$ cat src/rtl/hazard_ctrl_unit.sv
// hazard_ctrl_unit: operand forwarding select, load-use bubble sequencing,
// data-memory freeze and a saturating stall-cycle counter.
// Ports:
//   CLK, RST              clock, synchronous active-high reset
//   src_reg, src_used     per-operand source index and read enable
//   stg_dst, stg_wen      per-stage destination index and write enable
//   stg_load              per-stage load flag
//   ihit, dmem_req, dhit  fetch done, data request active, data done
//   clr_count             synchronous clear of stall_count
//   fwd_sel               per-operand select: 0 = regfile, k+1 = stage k
//   stall_if_id           hold PC and IF/ID
//   flush_id_ex           insert a bubble into ID/EX
//   freeze_all            hold all pipeline registers
//   pc_en                 PC may advance
//   stall_count           saturating count of stalled/frozen cycles
module hazard_ctrl_unit #(
    parameter int NSRC         = 2,
    parameter int NFWD         = 2,
    parameter int REGW         = 5,
    parameter int LOAD_BUBBLES = 1,
    parameter int CNTW         = 16,
    parameter int SELW         = $clog2(NFWD + 1)
) (
    input  logic                 CLK,
    input  logic                 RST,
    input  logic [NSRC*REGW-1:0] src_reg,
    input  logic [NSRC-1:0]      src_used,
    input  logic [NFWD*REGW-1:0] stg_dst,
    input  logic [NFWD-1:0]      stg_wen,
    input  logic [NFWD-1:0]      stg_load,
    input  logic                 ihit,
    input  logic                 dmem_req,
    input  logic                 dhit,
    input  logic                 clr_count,
    output logic [NSRC*SELW-1:0] fwd_sel,
    output logic                 stall_if_id,
    output logic                 flush_id_ex,
    output logic                 freeze_all,
    output logic                 pc_en,
    output logic [CNTW-1:0]      stall_count
);

    typedef enum logic [1:0] {
        RUN      = 2'd0,
        LU_STALL = 2'd1,
        MEM_WAIT = 2'd2
    } state_t;

    state_t state, state_nxt;
    logic [1:0] bcnt, bcnt_nxt;
    logic ret_lu, ret_lu_nxt;

    logic [NSRC*SELW-1:0] sel_raw;
    logic [1:0] lu_cnt;
    logic lu_hit;
    logic mem_miss;
    logic stall_raw, flush_raw, freeze_raw;

    // Per operand: scan farthest to nearest so the nearest match wins.
    // A winning load still in a stage below LOAD_BUBBLES needs
    // LOAD_BUBBLES-k bubbles; the largest need across operands is kept.
    always_comb begin
        logic found;
        logic ld_hit;
        logic [1:0] need;
        logic [SELW-1:0] sel;
        sel_raw = '0;
        lu_cnt  = 2'd0;
        found   = 1'b0;
        ld_hit  = 1'b0;
        need    = 2'd0;
        sel     = '0;
        for (int i = 0; i < NSRC; i++) begin
            found  = 1'b0;
            ld_hit = 1'b0;
            need   = 2'd0;
            sel    = '0;
            for (int k = NFWD - 1; k >= 0; k--) begin
                if (stg_wen[k] &&
                    stg_dst[k*REGW +: REGW] == src_reg[i*REGW +: REGW] &&
                    stg_dst[k*REGW +: REGW] != '0) begin
                    found  = 1'b1;
                    sel    = SELW'(k + 1);
                    ld_hit = stg_load[k] && (k < LOAD_BUBBLES);
                    need   = 2'(LOAD_BUBBLES - k);
                end
            end
            if (src_used[i] && found) begin
                sel_raw[i*SELW +: SELW] = sel;
                if (ld_hit && need > lu_cnt) begin
                    lu_cnt = need;
                end
            end
        end
    end

    assign lu_hit   = (lu_cnt != 2'd0);
    assign mem_miss = dmem_req & ~dhit;

    always_ff @(posedge CLK) begin
        state  <= state_nxt;
        bcnt   <= bcnt_nxt;
        ret_lu <= ret_lu_nxt;
    end

    always_comb begin
        state_nxt  = state;
        bcnt_nxt   = bcnt;
        ret_lu_nxt = ret_lu;
        unique case (state)
            RUN: begin
                if (mem_miss) begin
                    state_nxt  = MEM_WAIT;
                    ret_lu_nxt = 1'b0;
                end else if (lu_cnt > 2'd1) begin
                    bcnt_nxt  = lu_cnt - 2'd1;
                    state_nxt = LU_STALL;
                end
            end
            LU_STALL: begin
                // bcnt is held across the memory wait
                if (mem_miss) begin
                    state_nxt  = MEM_WAIT;
                    ret_lu_nxt = 1'b1;
                end else begin
                    bcnt_nxt = bcnt - 2'd1;
                    if (bcnt == 2'd1) begin
                        state_nxt = RUN;
                    end
                end
            end
            MEM_WAIT: begin
                if (dhit) begin
                    state_nxt = ret_lu ? LU_STALL : RUN;
                end
            end
            default: state_nxt = RUN;
        endcase
        if (RST) begin
            state_nxt  = RUN;
            bcnt_nxt   = 2'd0;
            ret_lu_nxt = 1'b0;
        end
    end

    always_comb begin
        stall_raw  = 1'b0;
        flush_raw  = 1'b0;
        freeze_raw = 1'b0;
        unique case (state)
            RUN: begin
                freeze_raw = mem_miss;
                stall_raw  = ~mem_miss & lu_hit;
                flush_raw  = ~mem_miss & lu_hit;
            end
            LU_STALL: begin
                freeze_raw = mem_miss;
                stall_raw  = ~mem_miss;
                flush_raw  = ~mem_miss;
            end
            MEM_WAIT: freeze_raw = ~dhit;
            default: ;
        endcase
    end

    assign fwd_sel     = RST ? '0 : sel_raw;
    assign stall_if_id = stall_raw & ~RST;
    assign flush_id_ex = flush_raw & ~RST;
    assign freeze_all  = freeze_raw & ~RST;
    assign pc_en       = ihit & ~stall_if_id & ~freeze_all & ~RST;

    always_ff @(posedge CLK) begin
        if (RST || clr_count) begin
            stall_count <= '0;
        end else if ((stall_if_id || freeze_all) && stall_count != '1) begin
            stall_count <= stall_count + 1'b1;
        end
    end

endmodule

$ cat config.mk
export PLATFORM = sky130hd
export DESIGN_NAME = hazard_ctrl_unit
export DESIGN_NICKNAME = d
export VERILOG_FILES = /design/src/rtl/hazard_ctrl_unit.sv
export SDC_FILE = /design/constraint.sdc
export NUM_CORES = 1
export LEC_CHECK = 0
export BUFFER_PORTS_ARGS = -buffer_cell sky130_fd_sc_hd__buf_2
export CAP_MARGIN = 20
export CORE_MARGIN = 2
export CORE_UTILIZATION = 52
export DETAILED_ROUTE_END_ITERATION = 12
export PLACE_DENSITY = 0.91
export SYNTH_ARGS = -nofsm -noshare
export SYNTH_HDL_FRONTEND = slang
export SYNTH_SLANG_ARGS = --single-unit
$ cat constraint.sdc
create_clock -name CLK -period 5.7 [get_ports CLK]
set_clock_uncertainty 0.05 [all_clocks]
set_input_delay 0.57 -clock CLK [delete_from_list [all_inputs] [get_ports CLK]]
set_output_delay 0.57 -clock CLK [all_outputs]
set_load 0.01 [all_outputs]
Word level (Yosys, flattened, before mapping). Index checks and enable logic that the tools add are counted. W data, S select, Z words.

Add/subtract/negate cells: 3. Magnitude comparators: 3. Eq/ne operators: 16. Muxes and demuxes: 35. Bitwise gates (word level): 12. Reductions and logical operators: 24.

Operators by type and width (count): $mux W2 (18); $eq A5 B5 Y1 (4); $add A16 B1 Y16 const B (1); $ne A16 B16 Y1 const B (1); $logic_and A1 B1 Y1 (13); $ne A2 B2 Y1 const B (6); $mux W1 (11); $reduce_bool A5 Y1 (2); $and A1 B1 Y1 (7); $ne A3 B3 Y1 const B (2); $pmux W1 S2 (3); $pmux W2 S3 (1); $reduce_and A3 Y1 (2); $not A1 Y1 (5); $eq A2 B1 Y1 const B (2); $gt A2 B1 Y1 const B (2); $mux W4 (1); $pmux W2 S2 (1); $reduce_and A4 Y1 (1); $reduce_bool A2 Y1 (2); $sub A2 B1 Y2 const B (2); $eq A2 B2 Y1 const B (1); $gt A2 B2 Y1 (1); $logic_not A2 Y1 (1); other kinds (2) (3).

Flip-flop bits (word level): 21. Output and inout bits: 24. Word-level logic and storage cells: 97.

Longest topological paths before layout.
Depth after elaboration: 20. Mapped depth: 9. Depth with buffers taken out: 6.

Least setup slack after synthesis. No wires, ideal clock.

Kind: input-to-output. Start point: input port stg_dst[1]. End point: output port pc_en. Data arrival time: 2.066 ns. Slack: 3.014 ns. Stages: 5. Buffers on the path: 0. Path through: or4_1 o21a_1 nand3_1 a21boi_0 nor4b_1.

Word-level cells in the longest chain between the ends: 20. Elaborated cells between the ends (all ways): 31. Classes of those cells: order compare (2); eq/ne (2); mux (11); bitwise (6); reduce/logical (10).

RTL lines: start: declaration (line 28) `input logic [NFWD*REGW-1:0] stg_dst,`; $eq A5 B5 Y1 (line 80) `stg_dst[k*REGW +: REGW] == src_reg[i*REGW +: REGW] &&`; $logic_and A1 B1 Y1 (line 79) `if (stg_wen[k] &&`; $logic_and A1 B1 Y1 (line 80); $mux W1 (line 79); $gt A2 B1 Y1 (line 90) `if (ld_hit && need > lu_cnt) begin`; $logic_and A1 B1 Y1 (line 90); $mux W2 (line 90); $mux W2 (line 88) `if (src_used[i] && found) begin`; (+3 left out); $mux W2 (*) (line 88); $reduce_bool A2 Y1 (*) (line 97) `assign lu_hit = (lu_cnt != 2'd0);`; $and A1 B1 Y1 (*); $pmux W1 S2 (*); $and A1 B1 Y1 (*); via flush_id_ex (line 37) `output logic flush_id_ex,`; $not A1 Y1 (*) (line 170) `assign pc_en = ihit & ~stall_if_id & ~freeze_all & ~RST;`; $and A1 B1 Y1 (*) (3 in a row) (line 170); end: declaration (line 39) `output logic pc_en,`.

The timed path passes the listed nets; every way through them passes the cells marked *.

Final worst setup path.
Start point: input port stg_dst[1]. End point: output port pc_en.

Word-level cells in the longest chain between the ends: 20. Elaborated cells between the ends (all ways): 31. Classes of those cells: order compare (2); eq/ne (2); mux (11); bitwise (6); reduce/logical (10).

RTL lines: $eq A5 B5 Y1 (line 80); $logic_and A1 B1 Y1 (line 79); $logic_and A1 B1 Y1 (line 80); $mux W1 (line 79); $gt A2 B1 Y1 (line 90); $logic_and A1 B1 Y1 (line 90); $mux W2 (line 90); $mux W2 (line 88); (+2 left out); $mux W2 (line 90); $mux W2 (*) (line 88); $reduce_bool A2 Y1 (*) (line 97); $and A1 B1 Y1 (*) (line 153) `stall_raw = ~mem_miss & lu_hit;`; $pmux W1 S2 (*) (line 150) `unique case (state)`; $and A1 B1 Y1 (*) (line 167) `assign stall_if_id = stall_raw & ~RST;`; $not A1 Y1 (*) (line 170); $and A1 B1 Y1 (*) (3 in a row) (line 170).

Mark *: on every way between the ends. The rest lies on a longest branch, timed or not.

==> impl_metrics.tcl <==
set metrics [dict create \
    run_status "finished, final reports clean" \
    ys_types 44 \
    worstPathMaxFanout 4 \
    slew_headroom 0.670 \
    synthTopCellsByArea "dfxtp_1 30%, xor2_1 8.1%, xnor2_1 5.6%" \
    drc 0 \
    yosys.area_share.simple 0.269 \
    cts.path.max_buffers 2 \
    grt_overflow 0 \
    post-route-period-util 0.476 \
    synthCells 168 \
    end_kind "primary output" \
    gp_congestion 0.921 \
    fp.dieW_um 56.1 \
    synthMuxAreaShare 0.0142 \
    area_growth_pct 20.2 \
    tns_ns 0 \
    wl_um 3090 \
    ios 56 \
    start_kind "input pin" \
    antennaDiodeCount 0 \
    core_area_um2 2520 \
    cts_tree "built" \
    cap_violations 0 \
    grt_pass1_wl_um 5200 \
    clkLatencyLatePin_ns 0.31 \
    drv_slew 0 \
    cts_hold_buf 0 \
    synth_fp_nets 202 \
    fmax_ghz 0.368 \
    synth-compound-area-share 0.202 \
    leakage_nw 0.678 \
    ys_async_sr_fraction 0 \
    postCtsSetupBuffers 0 \
    dr.pass1.iters 4 \
    synth-xor-area-share 0.137 \
    busiest_layer "met2" \
    synth_edf_count 0 \
    nets 254 \
    grt_max_degree 31 \
    ys.flop_type "dfxtp_1" \
    via_per_inst 5.76 \
    power.density_nw_per_um2 157 \
    initial_core_util 0.559 \
    hold_slack_ns 0.436 \
    h-tree-depth 1 \
    wl_per_cell_um 12.4 \
    synth_top_family_by_area "simple AND/OR/NAND/NOR gates" \
    rsz0062_at_grt "no" \
    post_synth.cell_area_avg_um2 8.39 \
    ant_nets 0 \
    layout-drive-gt1-share 0.288 \
    grt_use_met1 0.245 \
    setup_violations 0 \
    reg2reg_slack_ns 3.53 \
    yosys-top-cells-count "21 x dfxtp_1, 13 x xor2_1, 10 x a21oi_1, 10 x nand2_1, 9 x xnor2_1" \
    track_usage 0.201 \
    cts_resized 0 \
    drt-initial-drc-count 21 \
    fill_cells 225 \
    yosysSeqAreaShare 0.298 \
    synth_area_leader_cell "dfxtp_1" \
    cp.required_ns 5.08 \
    finalCriticalPeriod_ns 2.72 \
    syn-cell-area_um2 1410 \
    cts_made_buffers 3 \
    use_met2 0.338 \
    path_class "in2out" \
    antenna_found_initial 0 \
    ys_seq_elements 21 \
    finalHoldViolCount 0 \
    ir_drop_mv 0.162 \
    clk_pin_slew_ns 0.10 \
    tightest_slew_ns 0.492 \
    design.die.area_um2 3140 \
    use_met3 0.0558 \
    grt_pass1_vias 1231 \
    rows 18 \
    synth_adder_area_share 0.0178 \
    yosys_warnings 0 \
    fp.dieH_um 56.1 \
    cts-root-buf "clkbuf_4" \
    hpwl_um 2500 \
    min-delay-path-class "reg2reg" \
    cts_num_sinks 21 \
    io_buffers 54 \
    crit_arrival_ns 2.10 \
    synth.most_common_cell "dfxtp_1" \
    synth.top_cell.area_share 0.298 \
    vias 1434 \
]
## metrics by stage
stage / std cells / util / power [W] / setup WS [ns] / area, um2
floorplan: 168 / - / 0.000179 / 3.01 / 1410
global placement: 244 / 0.655 / 0.000197 / 2.81 / 1650
detailed placement: 244 / 0.655 / 0.000198 / 2.78 / 1650
CTS: 248 / 0.666 / 0.000268 / 2.98 / 1680
global route: 249 / 0.672 / 0.000281 / 2.89 / 1690
finish: 249 / 0.672 / 0.000266 / 2.98 / 1690
## sequential cells by signal (all words and copies together), names as in the netlist
register     flops
bcnt             2
ret_lu           1
stall_count     16
state            2
## critical path, cell delays in order
cell      delay (ns)
buf_2           0.13
or4_1           0.51
o21a_1          0.22
nand3_1         0.08
a21boi_0        0.13
nor4b_1         0.28
buf_2           0.17
## worst paths after layout
check / startpoint / end / cells past startpoint
max: stg_dst[1] / pc_en / 7
min: ret_lu / ret_lu / 2
max reg2reg: state[1] / stall_count[15] / 7
min reg2reg: ret_lu / ret_lu / 2
## power by group
group | switching, W | internal, W
clock | 0.0000443 | 0.0000262
sequential | 0.000000802 | 0.000147
combinational | 0.0000259 | 0.0000218
## cells in the final DEF (no fill, tap or decap), types with 2 or more instances in the layout
| cell type | instances |
|---|---|
| nor4_1 | 5 |
| buf_2 | 54 |
| o31a_1 | 4 |
| and3_1 | 2 |
| or3_1 | 8 |
| a211oi_1 | 4 |
| and4_1 | 2 |
| o21ai_0 | 2 |
| nor3b_1 | 3 |
| mux2i_1 | 2 |
| dfxtp_1 | 21 |
| or4_1 | 5 |
| o21ai_1 | 7 |
| clkbuf_4 | 3 |
| nor3_1 | 2 |
| xor2_1 | 13 |
| and2_1 | 2 |
| nor2_1 | 8 |
| a21oi_1 | 10 |
| o31ai_1 | 2 |
| nand4_1 | 6 |
| o21a_1 | 5 |
| nand2_1 | 10 |
| xnor2_1 | 9 |
| nor4b_1 | 2 |
| inv_1 | 5 |
| ha_1 | 2 |
| nand3_1 | 6 |
## metal layers
layer | routed length [um] | up-vias | part of all wire
li1 | - | 730 | -
met1 | 1360 | 644 | 0.44
met2 | 1490 | 56 | 0.48
met3 | 221 | 4 | 0.071
met4 | 19 | 0 | 0.0061
met5 | 0 | - | 0
## layout make-up
| class | instances | area [um2] | share of cell area |
|---|---|---|---|
| Clock inverter | 1 | 5.00 | 0.00295 |
| Tap cell | 30 | 37.5 | 0.0222 |
| Inverter | 6 | 22.5 | 0.0133 |
| Multi-Input combinational cell | 133 | 901 | 0.532 |
| Timing Repair Buffer | 55 | 285 | 0.168 |
| Clock buffer | 3 | 22.5 | 0.0133 |
| Sequential cell | 21 | 420 | 0.248 |
## kinds of logic (layout without fill, tap and decap cells)
| logic type | count (synthesis) | in the layout |
|---|---|---|
| compound gates | 42 | 42 |
| xor+xnor | 22 | 22 |
| flops | 21 | 21 |
| buf+inv | 14 | 65 |
| fa+ha+maj | 2 | 2 |
| mux | 2 | 2 |
| simple gates | 65 | 65 |
Power figures use the tool's default switching activity.
